**src/rtl/word_demux4_if.sv**
```systemverilog
// Handshake bundle for word_demux4: one producer-side input stream and four
// consumer-side output channels, plus the accepted-word counter.
interface word_demux4_if #(
  parameter int W = 16
);
  // producer side
  logic [0:1]   i_sel;
  logic [0:W-1] i_val;
  logic         i_valid;
  logic         o_ready;
  // consumer channels
  logic [0:W-1] o_val0, o_val1, o_val2, o_val3;
  logic         o_valid0, o_valid1, o_valid2, o_valid3;
  logic         i_ready0, i_ready1, i_ready2, i_ready3;
  // statistics
  logic [7:0]   o_count;

  // driver of the block (producer + consumers)
  modport master (
    output i_sel, i_val, i_valid,
    output i_ready0, i_ready1, i_ready2, i_ready3,
    input  o_ready,
    input  o_val0, o_val1, o_val2, o_val3,
    input  o_valid0, o_valid1, o_valid2, o_valid3,
    input  o_count
  );

  // the demux itself
  modport slave (
    input  i_sel, i_val, i_valid,
    input  i_ready0, i_ready1, i_ready2, i_ready3,
    output o_ready,
    output o_val0, o_val1, o_val2, o_val3,
    output o_valid0, o_valid1, o_valid2, o_valid3,
    output o_count
  );
endinterface

```
**src/rtl/word_demux4.sv**
```systemverilog
// word_demux4: routes one valid/ready word stream into four one-entry
// holding registers, selected by i_sel. Each channel drains independently.

// One-entry holding register for a single output channel.
module word_demux4_chan #(
  parameter int W = 16
) (
  input  logic         clk,
  input  logic         rst,
  input  logic         load,   // input transfer targeting this channel
  input  logic [0:W-1] data,
  input  logic         ready,  // consumer takes the word this cycle
  output logic [0:W-1] val,
  output logic         valid
);
  localparam logic [0:0] ST_EMPTY = 1'b0;
  localparam logic [0:0] ST_FULL  = 1'b1;

  logic [0:0] state, state_nxt;

  // next state: a load always wins (drain + reload keeps the channel full)
  always_comb begin
    state_nxt = state;
    case (state)
      ST_EMPTY: if (load) state_nxt = ST_FULL;
      ST_FULL: begin
        if (load)       state_nxt = ST_FULL;
        else if (ready) state_nxt = ST_EMPTY;
      end
      default: state_nxt = ST_EMPTY;
    endcase
  end

  // state register, cleared asynchronously so held words are discarded
  always_ff @(posedge clk or posedge rst) begin
    if (rst) state <= ST_EMPTY;
    else     state <= state_nxt;
  end

  // data register only moves on a load, so it holds across drains
  always_ff @(posedge clk or posedge rst) begin
    if (rst)       val <= '0;
    else if (load) val <= data;
  end

  assign valid = (state == ST_FULL);
endmodule

module word_demux4 #(
  parameter int W = 16
) (
  input  logic i_clk,
  input  logic i_rst,
  word_demux4_if.slave bus
);
  localparam int NUM_LANES = 4;

  logic [1:0]                     sel_idx;
  logic [NUM_LANES-1:0]           ready_c;
  logic [NUM_LANES-1:0]           valid_c;
  logic [NUM_LANES-1:0]           load;
  logic [NUM_LANES-1:0][0:W-1]    val_c;
  logic                           take;
  logic [7:0]                     count;

  // i_sel bit 0 is the MSB, so a left-aligned copy gives the channel number
  assign sel_idx = bus.i_sel;
  assign ready_c = {bus.i_ready3, bus.i_ready2, bus.i_ready1, bus.i_ready0};

  // accept when the selected slot is free now or is being drained this cycle;
  // deliberately independent of i_valid
  assign bus.o_ready = !i_rst && (!valid_c[sel_idx] || ready_c[sel_idx]);
  assign take        = bus.i_valid && bus.o_ready;

  generate
    for (genvar k = 0; k < NUM_LANES; k++) begin : g_load
      assign load[k] = take && (sel_idx == 2'(k));
    end
  endgenerate

  word_demux4_chan #(.W(W)) u_chan [NUM_LANES-1:0] (
    .clk   (i_clk),
    .rst   (i_rst),
    .load  (load),
    .data  (bus.i_val),
    .ready (ready_c),
    .val   (val_c),
    .valid (valid_c)
  );

  // accepted-word counter, wraps naturally at 256
  always_ff @(posedge i_clk or posedge i_rst) begin
    if (i_rst)     count <= '0;
    else if (take) count <= count + 8'd1;
  end

  assign bus.o_val0   = val_c[0];
  assign bus.o_val1   = val_c[1];
  assign bus.o_val2   = val_c[2];
  assign bus.o_val3   = val_c[3];
  assign bus.o_valid0 = valid_c[0];
  assign bus.o_valid1 = valid_c[1];
  assign bus.o_valid2 = valid_c[2];
  assign bus.o_valid3 = valid_c[3];
  assign bus.o_count  = count;
endmodule

```
**src/flat_wrapper.sv**
```systemverilog
// flat-port wrapper written by rule: the top's interface ports become plain ports
module word_demux4_flat 
#(
  parameter int W = 16
)
  (i_clk, i_rst, bus_i_sel, bus_i_val, bus_i_valid, bus_i_ready0, bus_i_ready1, bus_i_ready2, bus_i_ready3, bus_o_ready, bus_o_val0, bus_o_val1, bus_o_val2, bus_o_val3, bus_o_valid0, bus_o_valid1, bus_o_valid2, bus_o_valid3, bus_o_count);
  word_demux4_if #(.W(W)) bus_i ();
  input  logic i_clk;
  input  logic i_rst;
  input wire logic [$bits(bus_i.i_sel)-1:0] bus_i_sel;
  input wire logic [$bits(bus_i.i_val)-1:0] bus_i_val;
  input wire logic [$bits(bus_i.i_valid)-1:0] bus_i_valid;
  input wire logic [$bits(bus_i.i_ready0)-1:0] bus_i_ready0;
  input wire logic [$bits(bus_i.i_ready1)-1:0] bus_i_ready1;
  input wire logic [$bits(bus_i.i_ready2)-1:0] bus_i_ready2;
  input wire logic [$bits(bus_i.i_ready3)-1:0] bus_i_ready3;
  output wire logic [$bits(bus_i.o_ready)-1:0] bus_o_ready;
  output wire logic [$bits(bus_i.o_val0)-1:0] bus_o_val0;
  output wire logic [$bits(bus_i.o_val1)-1:0] bus_o_val1;
  output wire logic [$bits(bus_i.o_val2)-1:0] bus_o_val2;
  output wire logic [$bits(bus_i.o_val3)-1:0] bus_o_val3;
  output wire logic [$bits(bus_i.o_valid0)-1:0] bus_o_valid0;
  output wire logic [$bits(bus_i.o_valid1)-1:0] bus_o_valid1;
  output wire logic [$bits(bus_i.o_valid2)-1:0] bus_o_valid2;
  output wire logic [$bits(bus_i.o_valid3)-1:0] bus_o_valid3;
  output wire logic [$bits(bus_i.o_count)-1:0] bus_o_count;
  assign bus_i.i_sel = bus_i_sel;
  assign bus_i.i_val = bus_i_val;
  assign bus_i.i_valid = bus_i_valid;
  assign bus_i.i_ready0 = bus_i_ready0;
  assign bus_i.i_ready1 = bus_i_ready1;
  assign bus_i.i_ready2 = bus_i_ready2;
  assign bus_i.i_ready3 = bus_i_ready3;
  assign bus_o_ready = bus_i.o_ready;
  assign bus_o_val0 = bus_i.o_val0;
  assign bus_o_val1 = bus_i.o_val1;
  assign bus_o_val2 = bus_i.o_val2;
  assign bus_o_val3 = bus_i.o_val3;
  assign bus_o_valid0 = bus_i.o_valid0;
  assign bus_o_valid1 = bus_i.o_valid1;
  assign bus_o_valid2 = bus_i.o_valid2;
  assign bus_o_valid3 = bus_i.o_valid3;
  assign bus_o_count = bus_i.o_count;
  word_demux4 #(.W(W)) u_core (.i_clk(i_clk), .i_rst(i_rst), .bus(bus_i));
endmodule
```
**config.mk**
```make
export PLATFORM = sky130hd
export DESIGN_NAME = word_demux4_flat
export DESIGN_NICKNAME = d
export VERILOG_FILES = /design/src/rtl/word_demux4_if.sv /design/src/rtl/word_demux4.sv /design/src/flat_wrapper.sv
export SDC_FILE = /design/constraint.sdc
export NUM_CORES = 1
export LEC_CHECK = 0
export CAP_MARGIN = 10
export CORE_ASPECT_RATIO = 0.9
export CORE_MARGIN = 10
export CORE_UTILIZATION = 41
export DETAILED_ROUTE_END_ITERATION = 8
export HOLD_SLACK_MARGIN = 0.08
export PLACE_DENSITY = 0.76
export SYNTH_ARGS = -nofsm -noshare
export SYNTH_HDL_FRONTEND = slang
export SYNTH_SLANG_ARGS = --single-unit
```
**constraint.sdc**
```tcl
create_clock -name i_clk -period 2.5 [get_ports i_clk]
set_clock_uncertainty 0.05 [all_clocks]
set_input_delay 0.375 -clock i_clk [delete_from_list [all_inputs] [get_ports i_clk]]
set_output_delay 0.375 -clock i_clk [all_outputs]
set_load 0.02 [all_outputs]
```
==> flow_summary.ini, run 1 <==
[routing]
drt_pass1_iterations = 4
via_per_inst = 4.852
first_iter_violations = 35
wire_per_inst_um = 18.03
wirelength_um = 7302
vias = 1965
drc = 0
drtAntennaViolNets = 0

[final_layout]
syn_to_final_growth_pct = 49.15
diodes = 0
fillers = 554
layout.nets = 335
multiInputGateArea_mm2 = 0.001065
final_layout_size_suffix_gt1_share_pct = 32.69
layout.cells.non_filler = 405
ff_latch_area_mm2 = 0.001902

[sta]
slew_viol_final = 0
hold_viol_final = 0
setup_viol = 0
rsz0062_at_grt = false
finalCritPeriodShare_pct = 95.86
max_freq_mhz = 417.3
worstMarginPinSlew_ns = 0.9274
fin_crit_ns = 2.396
timing.slew.headroom_pct = 38.18

[floorplanning]
design.die.area_mm2 = 0.01102
die_y_um = 100.6
dieWidth_um = 109.6
ios = 102
coreArea_mm2 = 0.007039
rows = 29
start_util_pct = 42.05

[global_routing]
grt_max_degree = 77
antenna_found_initial = 0
grt_pass1_wl_um = 11810
use_met1_pct = 16.26
grtUsageMet2_pct = 22.32
grt_pass1_vias = 2171
grtUsageTotal_pct = 13.88
grtUsageMet3_pct = 6.841
overflow = 0
gr-max-usage-layer = met2

[synth]
synth_area_leaders = dfrtp_1 64%, mux2_2 25%, xnor2_1 0.89%, xor2_1 0.89%, nor2b_1 0.85%
synth_cell_types = 25
synthCells = 188
synth_top_cell_area_share_pct = 64.24
syn_avg_cell_area_um2 = 15.75
ys_ff_latch = 76
synth_nets = 214
synth_area_leader_cell = dfrtp_1
yosysWarningCount = 0
ys_seq_area_share_pct = 64.24
synth.cell_area_mm2 = 0.002960

[pwr]
vdd_drop_max_mv = 0.5502
p_clk_share_pct = 23.9
p_int_mw = 2.813
p_sw_share_pct = 30.96
totalPowerFinal_mw = 4.075
cellLeakagePower_nw = 1.915
seqPwrFrac_pct = 41.6
power_density_mw_per_mm2 = 922.8
power_switching_mw = 1.261
combPwrFrac_pct = 34.5

[clock_network]
clockBufferDepth = 2
cts_sinks = 76
cts-root-buf = clkbuf_8
clkSlewWorstSetupHoldPaths_ns = 0.07
tritoncts = built
ctsHoldBuffers = 0
postCtsSetupBuffers = 0
htreeDepth = 3
insertion_delay_ns = 0.33
cts-buffers-inserted = 9
cts_repair_resize_count = 1

[place]
portBuffers = 101
hpwl_um = 5439
gp_congestion = 0.7722
dp_cells = 391

[hold_path]
hold_path.startpoint = u_core.u_chan[3].val[1]
hold_path.class = reg2reg

[critical_path]
r2r_start = u_core.u_chan[2].valid
crit_type = in2out
required_ns = 2.08
cp-startpoint = bus_i_sel[0]
critPathCaptureType = output pin
crit_fanout = 5
arrival_ns = 1.97
start_kind = input pin

[outcome]
status = finished, final reports clean

[job]
cap_violations = 0
## metrics by stage
| step | util, % | hold WS, ns | setup WS (ns) | area, µm² | TNS (ns) |
|---|---|---|---|---|---|
| final | 62.73 | 0.4538 | 0.1036 | 4415 | 0 |
| after CTS | 62.73 | 0.4584 | 0.08533 | 4415 | 0 |
| after detailed placement | 59.86 | 0.4411 | -0.1904 | 4214 | -0.2360 |
| after global placement | 59.86 | 0.4312 | -0.1525 | 4214 | -0.1661 |
| after floorplan | - | 0.4730 | -0.04352 | 3013 | -0.3917 |
| after global routing | 62.73 | 0.4683 | 0.04567 | 4415 | 0 |
## worst max-delay path: stages
cell	delay, ns
clkdlybuf4s50_1	0.46
buf_4	0.16
mux4_2	0.53
nor2_1	0.11
dlygate4sd2_1	0.34
## final timing paths
path	cells past startpoint	end	slack (ns)
max	5	bus_o_ready	0.10
min	1	u_core.u_chan[3].val[1]	0.45
max reg2reg	5	u_core.bus.o_count[7]	0.48
min reg2reg	1	u_core.u_chan[3].val[1]	0.45
max in group asynchronous	3	u_core.u_chan[2].val[6]	1.04
min in group asynchronous	3	u_core.bus.o_count[6]	0.77
## placed cells by master (no fill, tap or decap), drive strengths merged, types with 3 or more instances in the layout
master,instances
xor2,3
xnor2,4
mux2,65
nor3,4
nand2,6
dfrtp,76
nor2b,4
clkinv,3
nor2,3
clkbuf,9
buf,14
clkdlybuf4s50,100
## per-layer routing
metal,share of wire [%],vias up
met2,49,65
met1,42,998
met5,0,-
met3,9.3,6
met4,0.53,0
li1,-,896
## area by class of cell
| class | count | area share, % |
|---|---|---|
| well taps | 93 | 2.635 |
| multi-input cells | 104 | 24.11 |
| flip-flops and latches | 76 | 43.07 |
| clock inverters | 5 | 1.785 |
| repair buffers | 115 | 25.25 |
| clock buffers | 9 | 2.805 |
| inverters | 3 | 0.3400 |
## state kept, by name, summed over array words and instances, names as in the netlist
register             count
u_core.u_chan.valid      4
u_core.u_chan.val       64
u_core.bus.o_count       8
## power by group through the flow
stage          logic [mW]  registers [mW]  clock network [mW]
6_report             1.41            1.69               0.976
5_1_grt              1.49            1.73                1.06
4_1_cts              1.44            1.70                1.01
3_5_place_dp         1.43            1.72                   0
3_3_place_gp         1.42            1.70                   0
2_1_floorplan       0.338            2.05                   0
## cell families (layout without fill, tap and decap cells)
kind of cell             count (synthesis)  in the layout  share of synthesized area [%]
adder cells (fa/ha/maj)                  1              1                         0.4226
multiplexers                            66             66                          25.49
AND/OR/NAND/NOR                         30             30                          6.001
flip-flops                              76             76                          64.24
buffers and inverters                    8            132                          1.521
XOR/XNOR                                 7              7                          2.325
## cell usage after synthesis (all sizes together)
cell / n
and2b: 1
buf: 5
dfrtp: 76
ha: 1
inv: 3
mux2: 65
mux4: 1
nand2: 6
nand2b: 2
nand3: 2
nand4: 2
nand4b: 1
nor2: 3
nor2b: 4
nor3: 4
nor4: 1
or2: 2
or3: 1
or4: 1
xnor2: 4
xor2: 3
(Power assumes the default switching activity.)
==> run 2, diff against run 1 <==
CORE_ASPECT_RATIO = 0.8   (was 0.9)
SLEW_MARGIN = 20   (was default)
==> run 2 against run 1 <==
Utilization increased by 0.54 points; highest routed layer unchanged; sequential share of layout area increased by 0.12 points; sequential cell count unchanged; worst setup slack improved by 0.12 ns; worst hold slack got worse by 0.0052 ns; first-iteration DRC count increased by 23%; critical path depth decreased by 1; register-to-register slack about the same; power about the same.
==> flow_summary.ini, run 2 (synthesized netlist as in run 1, its figures left out) <==
[place]
hpwl_um = 5414
gp_congestion = 0.7438
dpl_cell_area_mm2 = 0.004199
dp_cells = 384
portBuffers = 101
place_ws_ns = -0.06134

[floorplanning]
coreArea_mm2 = 0.006959
design.die.area_mm2 = 0.01104
die_y_um = 96
rows = 27
ios = 102
dieWidth_um = 115
start_util_pct = 42.54

[final_layout]
final_area_mm2 = 0.004403
diodes = 0
mostFrequentLayoutCell = clkdlybuf4s50_1
layout.nets = 334
syn_to_final_growth_pct = 48.73
largest_register_ffs = 64
final_util_pct = 63.27
layout.cells.non_filler = 399
largest_register = u_core.u_chan.val
final_cell_mix = 100 x clkdlybuf4s50_1, 76 x dfrtp_1, 56 x mux2_2
final_layout_size_suffix_gt1_share_pct = 32.37

[global_routing]
grtUsageTotal_pct = 13.29
grt_pass1_vias = 2117
grt_max_degree = 77
overflow = 0
antenna_found_initial = 0
grt_pass1_wl_um = 11410

[critical_path]
crit_type = in2out
crit_fanout = 2
start_kind = input pin
critPathCaptureType = output pin
arrival_ns = 1.85
required_ns = 2.08

[routing]
wirelength_um = 7276
drtAntennaViolNets = 0
drc = 0
wire_per_inst_um = 18.24
drt_pass1_iterations = 4
first_iter_violations = 43
vias = 1941
via_per_inst = 4.865

[sta]
fin_crit_ns = 2.275
max_freq_mhz = 439.5
hold_viol_final = 0
rsz0062_at_grt = false
slew_viol_final = 0
fin_hold_ws_ns = 0.4486
worstMarginPinSlew_ns = 0.9472
finalCritPeriodShare_pct = 91.01
fin_ws_ns = 0.2246
timing.slew.headroom_pct = 36.86
fin_setup_tns_ns = 0
setup_viol = 0

[hold_path]
hold_path.class = reg2reg

[pwr]
cellLeakagePower_nw = 1.907
totalPowerFinal_mw = 4.074
vdd_drop_max_mv = 0.4425
power_density_mw_per_mm2 = 925.3

[job]
cap_violations = 0

[clock_network]
ctsHoldBuffers = 0
cts-root-buf = clkbuf_8
clockBufferDepth = 2
insertion_delay_ns = 0.34
htreeDepth = 3
clkSlewWorstSetupHoldPaths_ns = 0.07
cts_sinks = 76
tritoncts = built
cts-buffers-inserted = 9

[outcome]
status = finished, final reports clean
-- run 2: worst paths after layout --
path,startpoint,end,slack [ns],cells past startpoint
max,bus_i_sel[0],bus_o_ready,0.22,4
min,u_core.bus.o_count[7],u_core.bus.o_count[7],0.45,1
max reg2reg,u_core.u_chan[2].valid,u_core.bus.o_count[7],0.47,5
min reg2reg,u_core.bus.o_count[7],u_core.bus.o_count[7],0.45,1
max in group asynchronous,i_rst,u_core.u_chan[0].val[2],1.03,3
min in group asynchronous,i_rst,u_core.u_chan[1].valid,0.77,3
-- run 2: metal layers --
metal / GRT usage [%] / part of all wire [%] / up-vias
li1: - / - / 895
met1: 15.14 / 41 / 973
met2: 21.11 / 47 / 64
met3: 7.338 / 11 / 9
met4: 4.012 / 1.0 / 0
met5: 0 / 0 / -
-- run 2: final cells by class --
| cell class | instances | area [µm²] |
|---|---|---|
| Clock buffer | 10 | 127.6 |
| Clock inverter | 5 | 77.57 |
| Fill cell | 548 | 2556 |
| Inverter | 3 | 15.01 |
| Multi-Input combinational cell | 104 | 1065 |
| Sequential cell | 76 | 1902 |
| Tap cell | 87 | 108.9 |
| Timing Repair Buffer | 114 | 1107 |
-- run 2: what timing repair did --
action / in CTS / in global routing
endpoints found under the setup margin: 1 / 0
gates resized for setup: 1 / 0
buffers inserted: 0 / 0
-- run 2: worst max-delay path: stages --
cell and delay [ns]:
clkdlybuf4s50_1 0.52, mux4_2 0.52, nor2_1 0.09, dlygate4sd2_1 0.34
-- run 2: where the power goes --
group	leakage [nW]	switching (mW)	internal, mW
sequential	0.918	0.178	1.51
clock	0.102	0.425	0.554
combinational	0.887	0.654	0.752
